$ cat config.mk
export PLATFORM = sky130hd
export DESIGN_NAME = multi_alarm_clock_ctrl
export DESIGN_NICKNAME = d
export VERILOG_FILES = /design/src/rtl/multi_alarm_clock_ctrl.sv
export SDC_FILE = /design/constraint.sdc
export NUM_CORES = 1
export LEC_CHECK = 0
export BUFFER_PORTS_ARGS = -buffer_cell sky130_fd_sc_hd__buf_2
export CAP_MARGIN = 20
export CORE_UTILIZATION = 35
export CTS_CLUSTER_DIAMETER = 100
export CTS_CLUSTER_SIZE = 30
export DETAILED_ROUTE_END_ITERATION = 8
export SKIP_CTS_REPAIR_TIMING = 1
export SLEW_MARGIN = 30
export SYNTH_ARGS = -nofsm -noshare
export SYNTH_HDL_FRONTEND = slang
export SYNTH_SLANG_ARGS = --single-unit
$ cat constraint.sdc
create_clock -name clk -period 6.3 [get_ports clk]
set_clock_uncertainty 0.1 [all_clocks]
set_input_delay 0.315 -clock clk [delete_from_list [all_inputs] [get_ports clk]]
set_output_delay 0.315 -clock clk [all_outputs]
set_load 0.005 [all_outputs]
$ cat src/rtl/multi_alarm_clock_ctrl.sv
// multi_alarm_clock_ctrl: HH:MM:SS timekeeper with NUM_ALARMS alarms, button set mode and ring timeout
// Ports: clk, rst (sync, active-high); btn_c/l/r/u/d_i press pulses; alarm_en_i per-alarm arm bits;
//   time_bcd_o HHMM, sec_bcd_o SS, disp_bcd_o time or edited alarm, alarm_sel_o edited/ringing index,
//   mode_led_o one-hot {SET_AM,SET_AH,SET_TM,SET_TH}, ringing_o, ring_blink_o, sec_pulse_o.
// Optional snooze enabled by defining MULTI_ALARM_SNOOZE_EN.
module multi_alarm_clock_ctrl #(
  parameter int NUM_ALARMS = 2,
  parameter int TICK_DIV = 100_000_000,
  parameter int RING_TIMEOUT_S = 60,
  parameter int SNOOZE_MIN = 5,
  localparam int AW = (NUM_ALARMS > 1) ? $clog2(NUM_ALARMS) : 1
) (
  input  logic                  clk,
  input  logic                  rst,
  input  logic                  btn_c_i,
  input  logic                  btn_l_i,
  input  logic                  btn_r_i,
  input  logic                  btn_u_i,
  input  logic                  btn_d_i,
  input  logic [NUM_ALARMS-1:0] alarm_en_i,
  output logic [15:0]           time_bcd_o,
  output logic [7:0]            sec_bcd_o,
  output logic [15:0]           disp_bcd_o,
  output logic [AW-1:0]         alarm_sel_o,
  output logic [3:0]            mode_led_o,
  output logic                  ringing_o,
  output logic                  ring_blink_o,
  output logic                  sec_pulse_o
);
  localparam int PW = $clog2(TICK_DIV);
  localparam logic [AW-1:0] LAST = AW'(NUM_ALARMS - 1);
  if (NUM_ALARMS < 1 || NUM_ALARMS > 8 || TICK_DIV < 2 || RING_TIMEOUT_S < 1 || RING_TIMEOUT_S > 255 ||
      SNOOZE_MIN < 1 || SNOOZE_MIN > 59) begin : g_bad_param
    $error("multi_alarm_clock_ctrl: parameter out of range");
  end
  typedef enum logic [2:0] {RUN, SET_TH, SET_TM, SET_AH, SET_AM, RING} state_e;
  state_e st_q, st_d;
  logic [PW-1:0] pre_q, pre_d;
  logic [5:0] hh_q, hh_d, mm_q, mm_d, ss_q, ss_d, hh_n, mm_n, ss_n;
  logic [NUM_ALARMS-1:0][5:0] ah_q, ah_d, am_q, am_d;
  logic [AW-1:0] sel_q, sel_d, hit_k;
  logic [7:0] rc_q, rc_d;
  logic run, tick, btn, adj, hit;
`ifdef MULTI_ALARM_SNOOZE_EN
  logic sn_v_q, sn_v_d;
  logic [5:0] sn_h_q, sn_h_d, sn_m_q, sn_m_d;
  logic [AW-1:0] sn_i_q, sn_i_d;
  logic [6:0] sm;
`endif
  function automatic logic [5:0] step(input logic [5:0] v, input logic [5:0] m, input logic inc);
    return inc ? ((v == m - 6'd1) ? 6'd0 : v + 6'd1) : ((v == 6'd0) ? m - 6'd1 : v - 6'd1);
  endfunction
  function automatic logic [7:0] bcd(input logic [5:0] v);
    return {4'(v / 6'd10), 4'(v % 6'd10)};
  endfunction
  always_comb begin
    run = st_q == RUN || st_q == RING;
    tick = run && pre_q == PW'(TICK_DIV - 1);
    btn = btn_c_i | btn_l_i | btn_r_i | btn_u_i | btn_d_i;
    adj = btn_u_i | btn_d_i;
    ss_n = (ss_q == 6'd59) ? 6'd0 : ss_q + 6'd1;
    mm_n = (ss_q == 6'd59) ? step(mm_q, 6'd60, 1'b1) : mm_q;
    hh_n = (ss_q == 6'd59 && mm_q == 6'd59) ? step(hh_q, 6'd24, 1'b1) : hh_q;
    hit = 1'b0;
    hit_k = '0;
    // descending scan so the lowest matching index is the one left standing
    for (int k = NUM_ALARMS - 1; k >= 0; k--)
      if (alarm_en_i[k] && ah_q[k] == hh_n && am_q[k] == mm_n) begin
        hit = 1'b1;
        hit_k = AW'(k);
      end
    st_d = st_q;
    sel_d = sel_q;
    rc_d = rc_q;
    ah_d = ah_q;
    am_d = am_q;
    pre_d = run ? (tick ? '0 : pre_q + 1'b1) : pre_q;
    hh_d = tick ? hh_n : hh_q;
    mm_d = tick ? mm_n : mm_q;
    ss_d = tick ? ss_n : ss_q;
`ifdef MULTI_ALARM_SNOOZE_EN
    sm = {1'b0, mm_q} + 7'(SNOOZE_MIN);
    sn_v_d = sn_v_q;
    sn_h_d = sn_h_q;
    sn_m_d = sn_m_q;
    sn_i_d = sn_i_q;
`endif
    case (st_q)
      RUN: if (btn_c_i) begin
        st_d = SET_TH;
        sel_d = '0;
`ifdef MULTI_ALARM_SNOOZE_EN
        sn_v_d = 1'b0;
`endif
      end else if (tick && ss_n == 6'd0 && !btn) begin
`ifdef MULTI_ALARM_SNOOZE_EN
        if (sn_v_q && sn_h_q == hh_n && sn_m_q == mm_n) begin
          st_d = RING;
          sel_d = sn_i_q;
          rc_d = '0;
          sn_v_d = 1'b0;
        end else
`endif
        if (hit) begin
          st_d = RING;
          sel_d = hit_k;
          rc_d = '0;
        end
      end
      RING: if (btn) begin
        st_d = RUN;
`ifdef MULTI_ALARM_SNOOZE_EN
        // snooze is measured from the current time while ringing
        if (!btn_c_i) begin
          sn_v_d = 1'b1;
          sn_h_d = (sm >= 7'd60) ? step(hh_q, 6'd24, 1'b1) : hh_q;
          sn_m_d = (sm >= 7'd60) ? 6'(sm - 7'd60) : sm[5:0];
          sn_i_d = sel_q;
        end
`endif
      end else if (tick) begin
        rc_d = rc_q + 8'd1;
        if (rc_d == 8'(RING_TIMEOUT_S)) begin
          st_d = RUN;
`ifdef MULTI_ALARM_SNOOZE_EN
          sn_v_d = 1'b0;
`endif
        end
      end
      default: if (btn_c_i) begin
        st_d = RUN;
        ss_d = '0;
        pre_d = '0;
      end else if (btn_l_i) begin
        st_d = (st_q == SET_TH) ? SET_AM : (st_q == SET_TM) ? SET_TH : (st_q == SET_AM) ? SET_AH :
               (sel_q == '0) ? SET_TM : SET_AM;
        sel_d = (st_q == SET_TH) ? LAST : (st_q == SET_AH && sel_q != '0) ? sel_q - 1'b1 : sel_q;
      end else if (btn_r_i) begin
        st_d = (st_q == SET_TH) ? SET_TM : (st_q == SET_TM) ? SET_AH : (st_q == SET_AH) ? SET_AM :
               (sel_q == LAST) ? SET_TH : SET_AH;
        sel_d = (st_q == SET_TM) ? '0 : (st_q == SET_AM && sel_q != LAST) ? sel_q + 1'b1 : sel_q;
      end else if (adj) begin
        hh_d = (st_q == SET_TH) ? step(hh_q, 6'd24, btn_u_i) : hh_q;
        mm_d = (st_q == SET_TM) ? step(mm_q, 6'd60, btn_u_i) : mm_q;
        ah_d[sel_q] = (st_q == SET_AH) ? step(ah_q[sel_q], 6'd24, btn_u_i) : ah_q[sel_q];
        am_d[sel_q] = (st_q == SET_AM) ? step(am_q[sel_q], 6'd60, btn_u_i) : am_q[sel_q];
      end
    endcase
  end
  always_ff @(posedge clk) begin
    if (rst) begin
      st_q <= RUN;
      pre_q <= '0;
      hh_q <= '0;
      mm_q <= '0;
      ss_q <= '0;
      ah_q <= '0;
      am_q <= '0;
      sel_q <= '0;
      rc_q <= '0;
      time_bcd_o <= '0;
      sec_bcd_o <= '0;
      disp_bcd_o <= '0;
      mode_led_o <= '0;
      ringing_o <= 1'b0;
      ring_blink_o <= 1'b0;
      sec_pulse_o <= 1'b0;
`ifdef MULTI_ALARM_SNOOZE_EN
      sn_v_q <= 1'b0;
      sn_h_q <= '0;
      sn_m_q <= '0;
      sn_i_q <= '0;
`endif
    end else begin
      st_q <= st_d;
      pre_q <= pre_d;
      hh_q <= hh_d;
      mm_q <= mm_d;
      ss_q <= ss_d;
      ah_q <= ah_d;
      am_q <= am_d;
      sel_q <= sel_d;
      rc_q <= rc_d;
      time_bcd_o <= {bcd(hh_d), bcd(mm_d)};
      sec_bcd_o <= bcd(ss_d);
      disp_bcd_o <= (st_d == SET_AH || st_d == SET_AM) ? {bcd(ah_d[sel_d]), bcd(am_d[sel_d])} :
                    {bcd(hh_d), bcd(mm_d)};
      mode_led_o <= {st_d == SET_AM, st_d == SET_AH, st_d == SET_TM, st_d == SET_TH};
      ringing_o <= st_d == RING;
      ring_blink_o <= st_d == RING && !ss_d[0];
      sec_pulse_o <= tick;
`ifdef MULTI_ALARM_SNOOZE_EN
      sn_v_q <= sn_v_d;
      sn_h_q <= sn_h_d;
      sn_m_q <= sn_m_d;
      sn_i_q <= sn_i_d;
`endif
    end
  end
  assign alarm_sel_o = sel_q;
endmodule

==> results.sh, run 1 <==
export IMPL_root_buffer="clkbuf_16"
export IMPL_crit_type="flop to flop"
export IMPL_finalPower_w=0.00239
export IMPL_synth_compound_area_frac=0.257
export IMPL_fillers=2919
export IMPL_synth_distinct_cells=103
export IMPL_layout_drive_gt1_share=0.137
export IMPL_arrival_ns=6.20
export IMPL_final_nets=1396
export IMPL_die_h_um=172
export IMPL_synth_edf_count=0
export IMPL_synth_ff_type="dfxtp_1"
export IMPL_grt_pass1_wl_mm=54.2
export IMPL_drt_initial_drc_count=1394
export IMPL_cts_tree="built"
export IMPL_antenna_found_initial=0
export IMPL_cts_inserted_buffers=17
export IMPL_detailed_place_hpwl_mm=25.5
export IMPL_io_pins=57
export IMPL_worstSetupStartpointType="flop"
export IMPL_rows=61
export IMPL_instances_no_fill=1747
export IMPL_dieWidth_um=172
export IMPL_vias=10615
export IMPL_crit_fanout=18
export IMPL_firstDrtPassIters=6
export IMPL_max_slew_worst_pin_slew_ns=1.11
export IMPL_max_cap_violations=0
export IMPL_leakage_nw=4.34
export IMPL_tns_ns=0
export IMPL_portBuffers=51
export IMPL_synthSimpleGateAreaFrac=0.304
export IMPL_insertion_delay_ns=0.43
export IMPL_power_density_nw_per_um2=209
export IMPL_outcome="completed"
export IMPL_setup_viol=0
export IMPL_start_util=0.359
export IMPL_rsz0062_at_grt="no"
export IMPL_synthToLayoutAreaGrowth_pct=13.2
export IMPL_drt_total_wl_mm=34.1
export IMPL_yosysSeqAreaShare=0.238
export IMPL_synth_top_family_by_area="simple AND/OR/NAND/NOR gates"
export IMPL_synth_fa_ha_area_frac=0.0384
export IMPL_fmax_mhz=167
export IMPL_slew_headroom=0.250
export IMPL_grtUsageTotal=0.236
export IMPL_clockBufferDepth=2
export IMPL_ys_seq_elements=120
export IMPL_synth_xor_area_share=0.0432
export IMPL_cts_sink_count=120
export IMPL_cts_htree_levels=4
export IMPL_drc_errors=0
export IMPL_hold_worst_slack_ns=0.291
export IMPL_cp_end_kind="flop"
export IMPL_ir_worst_vdd_mv=0.180
export IMPL_core_um2=28100
export IMPL_multiInputGateArea_um2=7180
export IMPL_critPathRequiredTime_ns=6.53
export IMPL_place_gp_congestion=0.988
export IMPL_synthMuxAreaShare=0.0623
export IMPL_antenna_left=0
export IMPL_diodes=0
export IMPL_reg2reg_setup_slack_ns=0.32
export IMPL_post_drt_wl_per_cell_um=19.5
export IMPL_avgSynthCellArea_um2=7.59
export IMPL_grt_max_degree=39
export IMPL_netlist_instances=1330
export IMPL_die_area_um2=29500
export IMPL_layout_area_seq_um2=2400
export IMPL_final_max_slew_viol_count=0
export IMPL_via_per_inst=6.08
export IMPL_gr_total_overflow=0
export IMPL_yosys_warnings=0
export IMPL_grt_pass1_vias=9630
export IMPL_finalCritPeriodShare=0.949
export IMPL_hold_viol=0
export IMPL_dp_cells=1715
export IMPL_hold_class="input pin to flop"
export IMPL_async_flop_share=0
export IMPL_finalCriticalPeriod_ns=5.98
export IMPL_cts_clk_slew_worst_paths_ns=0.06
export IMPL_syn_cell_area_um2=10100
[metal layers]
| metal | vias up | wire length [um] | track usage |
|---|---|---|---|
| li1 | 5030 | - | - |
| met1 | 5072 | 16200 | 0.341 |
| met2 | 450 | 14500 | 0.350 |
| met3 | 63 | 2440 | 0.0334 |
| met4 | 0 | 969 | 0.0896 |
| met5 | - | 0 | 0 |
[cell usage in the layout (no fill, tap or decap), types with 9 or more instances in the layout]
cell type	synthesis	layout
nor2_1	159	159
dfxtp_1	120	119
nand2_1	97	97
o21ai_0	67	67
a21oi_1	57	57
nand3_1	54	53
buf_2	20	51
mux2i_1	46	46
buf_4	10	43
inv_1	39	39
ha_1	31	31
nand4_1	26	26
xor2_1	26	26
a211oi_1	24	24
nor3_1	24	24
o211ai_1	24	24
and2_1	22	22
xnor2_1	22	22
and3_1	21	21
a31oi_1	21	21
nor2b_1	20	19
or3_1	18	18
nor4_1	18	18
nand2b_1	18	18
clkbuf_16	0	17
o22ai_1	15	15
mux2_2	14	14
nor3b_1	14	13
a21o_1	13	13
nand3b_1	11	11
a211o_1	10	10
or4_1	10	10
nand4b_1	9	9
[synth_stat cells (all sizes together), types with 20 or more instances]
| library cell | number | area share |
|---|---|---|
| a211oi | 24 | 0.018 |
| a21oi | 59 | 0.030 |
| a31oi | 22 | 0.015 |
| and2 | 24 | 0.015 |
| and3 | 21 | 0.013 |
| buf | 39 | 0.021 |
| clkbuf | 52 | 0.019 |
| dfxtp | 120 | 0.24 |
| ha | 31 | 0.038 |
| inv | 41 | 0.015 |
| mux2i | 46 | 0.046 |
| nand2 | 97 | 0.036 |
| nand3 | 56 | 0.029 |
| nand4 | 26 | 0.016 |
| nor2 | 159 | 0.059 |
| nor2b | 20 | 0.012 |
| nor3 | 26 | 0.014 |
| nor4 | 23 | 0.019 |
| o211ai | 24 | 0.018 |
| o21ai | 72 | 0.036 |
| xnor2 | 23 | 0.021 |
| xor2 | 26 | 0.023 |
[final timing paths]
kind / from / end / depth (start not counted)
setup reg to reg: sec_bcd_o[0]$_SDFF_PP0_ / disp_bcd_o[9]$_SDFF_PP0_ / 17
setup / recovery: sec_bcd_o[0]$_SDFF_PP0_ / disp_bcd_o[9]$_SDFF_PP0_ / 17
hold / removal: btn_c_i / pre_q[0]$_SDFF_PP0_ / 4
hold reg to reg: rc_q[1]$_SDFFE_PP0P_ / rc_q[1]$_SDFFE_PP0P_ / 2
[worst max-delay path, stage by stage (launching register included)]
cell       delay (ns)
dfxtp_1          0.45
ha_1             0.44
nand3_4          0.27
nor4_4           0.45
mux2i_1          0.15
a2111oi_1        0.55
nand2_1          0.27
o31a_1           0.42
o21ai_1          0.41
buf_4            0.27
mux2i_1          0.26
inv_1            0.12
ha_1             0.25
a31o_1           0.19
a311o_1          0.33
a41oi_1          0.28
or3b_1           0.39
a32o_1           0.25
[report_power, final]
group / total (W) / switching [W] / internal, W
logic: 0.000518 / 0.000339 / 0.000179
registers: 0.000822 / 0.0000224 / 0.000800
clock network: 0.00105 / 0.000378 / 0.000675
[through the flow]
stage / util / instance area, um^2 / setup WS (ns)
floorplan: - / 10100 / 0.704
global placement: 0.383 / 10800 / 0.515
detailed placement: 0.383 / 10800 / 0.312
CTS: 0.406 / 11400 / 0.259
global route: 0.407 / 11400 / 0.0564
finish: 0.407 / 11400 / 0.321
[final cells by class]
class,count,area share
sequential,120,0.210
tap,378,0.0414
timing repair buffer,94,0.0506
multi-input combinational,1081,0.628
clock buffer,22,0.0432
clock inverter,10,0.0123
inverter,42,0.0138
[cells by family (layout without fill, tap and decap cells)]
logic type	Yosys count	count (layout)
adder cells (fa/ha/maj)	31	31
buffers and inverters	133	168
flip-flops	120	120
AO/OA/AOI/OAI	364	364
other	1	5
XOR/XNOR	49	49
multiplexers	61	61
AND/OR/NAND/NOR	571	571
[sequential cells by signal (all words and copies together), names as in the netlist, 5 cells and up]
signal,count
pre_q,27
disp_bcd_o,14
time_bcd_o,14
ah_q,12
am_q,12
rc_q,8
sec_bcd_o,7
hh_q,5
mm_q,5
ss_q,5
No activity file was read; power rests on OpenSTA's default activity.
==> inputs of run 2 (changes only) <==
- MAX_ROUTING_LAYER: default -> met4
- PLACE_DENSITY: default -> 0.58
==> run 2 against run 1 <==
Effect of this change:
- first-iteration DRC count is 25% lower
- total power fell by 5.0%
- worst setup slack gained 0.13 ns
- combinational power rose by 1%
- design area fell by 0.34%
- via count shrank 0.15%
- clock power decreased by 12%
- die area stayed put
==> results.sh, run 2 (synthesis results as in run 1) <==
export IMPL_antenna_left=0
export IMPL_synthToLayoutAreaGrowth_pct=12.8
export IMPL_die_area_um2=29500
export IMPL_cts_inserted_buffers=17
export IMPL_final_nets=1403
export IMPL_pwr_share_clk=0.407
export IMPL_cts_htree_levels=4
export IMPL_die_h_um=172
export IMPL_post_drt_wl_per_cell_um=20.0
export IMPL_leakage_nw=4.32
export IMPL_arrival_ns=6.06
export IMPL_core_um2=28100
export IMPL_crit_type="flop to flop"
export IMPL_power_density_nw_per_um2=200
export IMPL_holdPathEnd="hh_q[1]$_SDFF_PP0_"
export IMPL_vias=10599
export IMPL_worstSetupStartpointType="flop"
export IMPL_root_buffer="clkbuf_16"
export IMPL_gr_total_overflow=0
export IMPL_via_per_inst=6.04
export IMPL_diodes=0
export IMPL_r2r_end="disp_bcd_o[9]$_SDFF_PP0_"
export IMPL_detailed_place_hpwl_mm=26.7
export IMPL_grtUsageTotal=0.249
export IMPL_ir_worst_vdd_mv=0.188
export IMPL_instances_no_fill=1754
export IMPL_cts_tree="built"
export IMPL_reg2reg_from="sec_bcd_o[0]$_SDFF_PP0_"
export IMPL_drc_errors=0
export IMPL_dieWidth_um=172
export IMPL_start_util=0.359
export IMPL_portBuffers=51
export IMPL_finalCritPeriodShare=0.928
export IMPL_postLayoutCoreUtil=0.406
export IMPL_antenna_found_initial=0
export IMPL_reg2reg_setup_slack_ns=0.45
export IMPL_pwr_share_seq=0.363
export IMPL_swShare=0.328
export IMPL_drt_initial_drc_count=1049
export IMPL_layout_drive_gt1_share=0.139
export IMPL_clockBufferDepth=2
export IMPL_final_cell_mix="159 x nor2_1, 119 x dfxtp_1, 97 x nand2_1"
export IMPL_tns_ns=0
export IMPL_largest_reg_flops=27
export IMPL_min_path_cells=2
export IMPL_rr_worst_depth=18
export IMPL_worst_slack_ns=0.452
export IMPL_insertion_delay_ns=0.43
export IMPL_p_int_w=0.00153
export IMPL_io_pins=57
export IMPL_layout_commonest_cell="nor2_1"
export IMPL_top_register="pre_q"
export IMPL_hold_start="rst"
export IMPL_outcome="completed"
export IMPL_setup_viol=0
export IMPL_rsz0062_at_grt="no"
export IMPL_cts_clk_slew_worst_paths_ns=0.06
export IMPL_fillers=2946
export IMPL_hold_class="input pin to flop"
export IMPL_fmax_mhz=171
export IMPL_cp_end_kind="flop"
export IMPL_grt_pass1_vias=9607
export IMPL_grt_pass1_wl_mm=54.9
export IMPL_reg_top3="pre_q x27, disp_bcd_o x14, time_bcd_o x14"
export IMPL_max_cap_violations=0
export IMPL_final_cell_area_um2=11400
export IMPL_rows=61
export IMPL_max_slew_worst_pin_slew_ns=0.941
export IMPL_grt_max_degree=38
export IMPL_hold_viol=0
export IMPL_dp_cells=1722
export IMPL_cts_sink_count=120
export IMPL_finalCriticalPeriod_ns=5.85
export IMPL_place_gp_congestion=1.05
export IMPL_drt_total_wl_mm=35.0
export IMPL_firstDrtPassIters=5
export IMPL_crit_fanout=15
export IMPL_critPathRequiredTime_ns=6.52
export IMPL_p_switching_w=0.000747
export IMPL_slew_headroom=0.371
export IMPL_pre_cts_slack_ns=0.445
export IMPL_placed_area_um2=10800
export IMPL_final_max_slew_viol_count=0
export IMPL_power_share_combinational=0.230
==> run 2: worst max path at each step <==
stage / from / to / slack (ns) / cells after the start
floorplan: alarm_sel_o$_SDFF_PP0_ / disp_bcd_o[3]$_SDFF_PP0_ / 0.70 / 22
global placement: time_bcd_o[0]$_SDFF_PP0_ / disp_bcd_o[9]$_SDFF_PP0_ / 0.59 / 18
detailed placement: sec_bcd_o[0]$_SDFF_PP0_ / disp_bcd_o[9]$_SDFF_PP0_ / 0.45 / 18
CTS: time_bcd_o[0]$_SDFF_PP0_ / disp_bcd_o[9]$_SDFF_PP0_ / 0.44 / 18
global route: sec_bcd_o[0]$_SDFF_PP0_ / disp_bcd_o[9]$_SDFF_PP0_ / 0.08 / 18
finish: sec_bcd_o[0]$_SDFF_PP0_ / disp_bcd_o[9]$_SDFF_PP0_ / 0.45 / 18
==> run 2: worst max-delay path: stages (launching register included) <==
cell and delay, ns:
dfxtp_1 0.45, ha_1 0.41, nand3_2 0.16, buf_4 0.23, o31a_1 0.37, or3_1 0.36
a22o_1 0.25, nand4bb_1 0.29, o31a_1 0.42, o21ai_2 0.29, buf_4 0.22, mux2i_1 0.32
inv_1 0.15, ha_1 0.26, a31o_1 0.19, a311o_1 0.33, a41oi_1 0.30, or3b_1 0.39
a32o_1 0.24
==> run 2: power by group through the flow <==
stage | combinational, W | clock [W] | sequential, W
after floorplan | 0.000345 | 0 | 0.000835
after global placement | 0.000508 | 0 | 0.000842
after detailed placement | 0.000513 | 0 | 0.000841
after CTS | 0.000516 | 0.000933 | 0.000825
after global routing | 0.000573 | 0.000973 | 0.000830
final | 0.000523 | 0.000925 | 0.000826
==> run 2: per-layer routing <==
metal	track usage	up-vias	routed length, um	share of wire
met5	-	-	0	0
met4	0.0900	0	1160	0.033
met3	0.0508	77	3020	0.086
met2	0.366	470	15100	0.43
met1	0.335	5012	15700	0.45
li1	-	5040	-	-
==> run 2: area by class of cell <==
cell class / count / area, um^2 / share of cell area
clock inverter: 13 / 124 / 0.0109
timing repair buffer: 101 / 631 / 0.0554
tap: 378 / 473 / 0.0415
multi-input combinational: 1081 / 7170 / 0.629
sequential: 120 / 2400 / 0.211
clock buffer: 19 / 433 / 0.0380
inverter: 42 / 158 / 0.0138
==> run 2: per-stage QoR <==
step,total power [W],hold WS (ns)
after floorplan,0.00118,0.296
after global placement,0.00135,0.361
after detailed placement,0.00135,0.364
after CTS,0.00227,0.293
after global routing,0.00238,0.326
final,0.00227,0.306
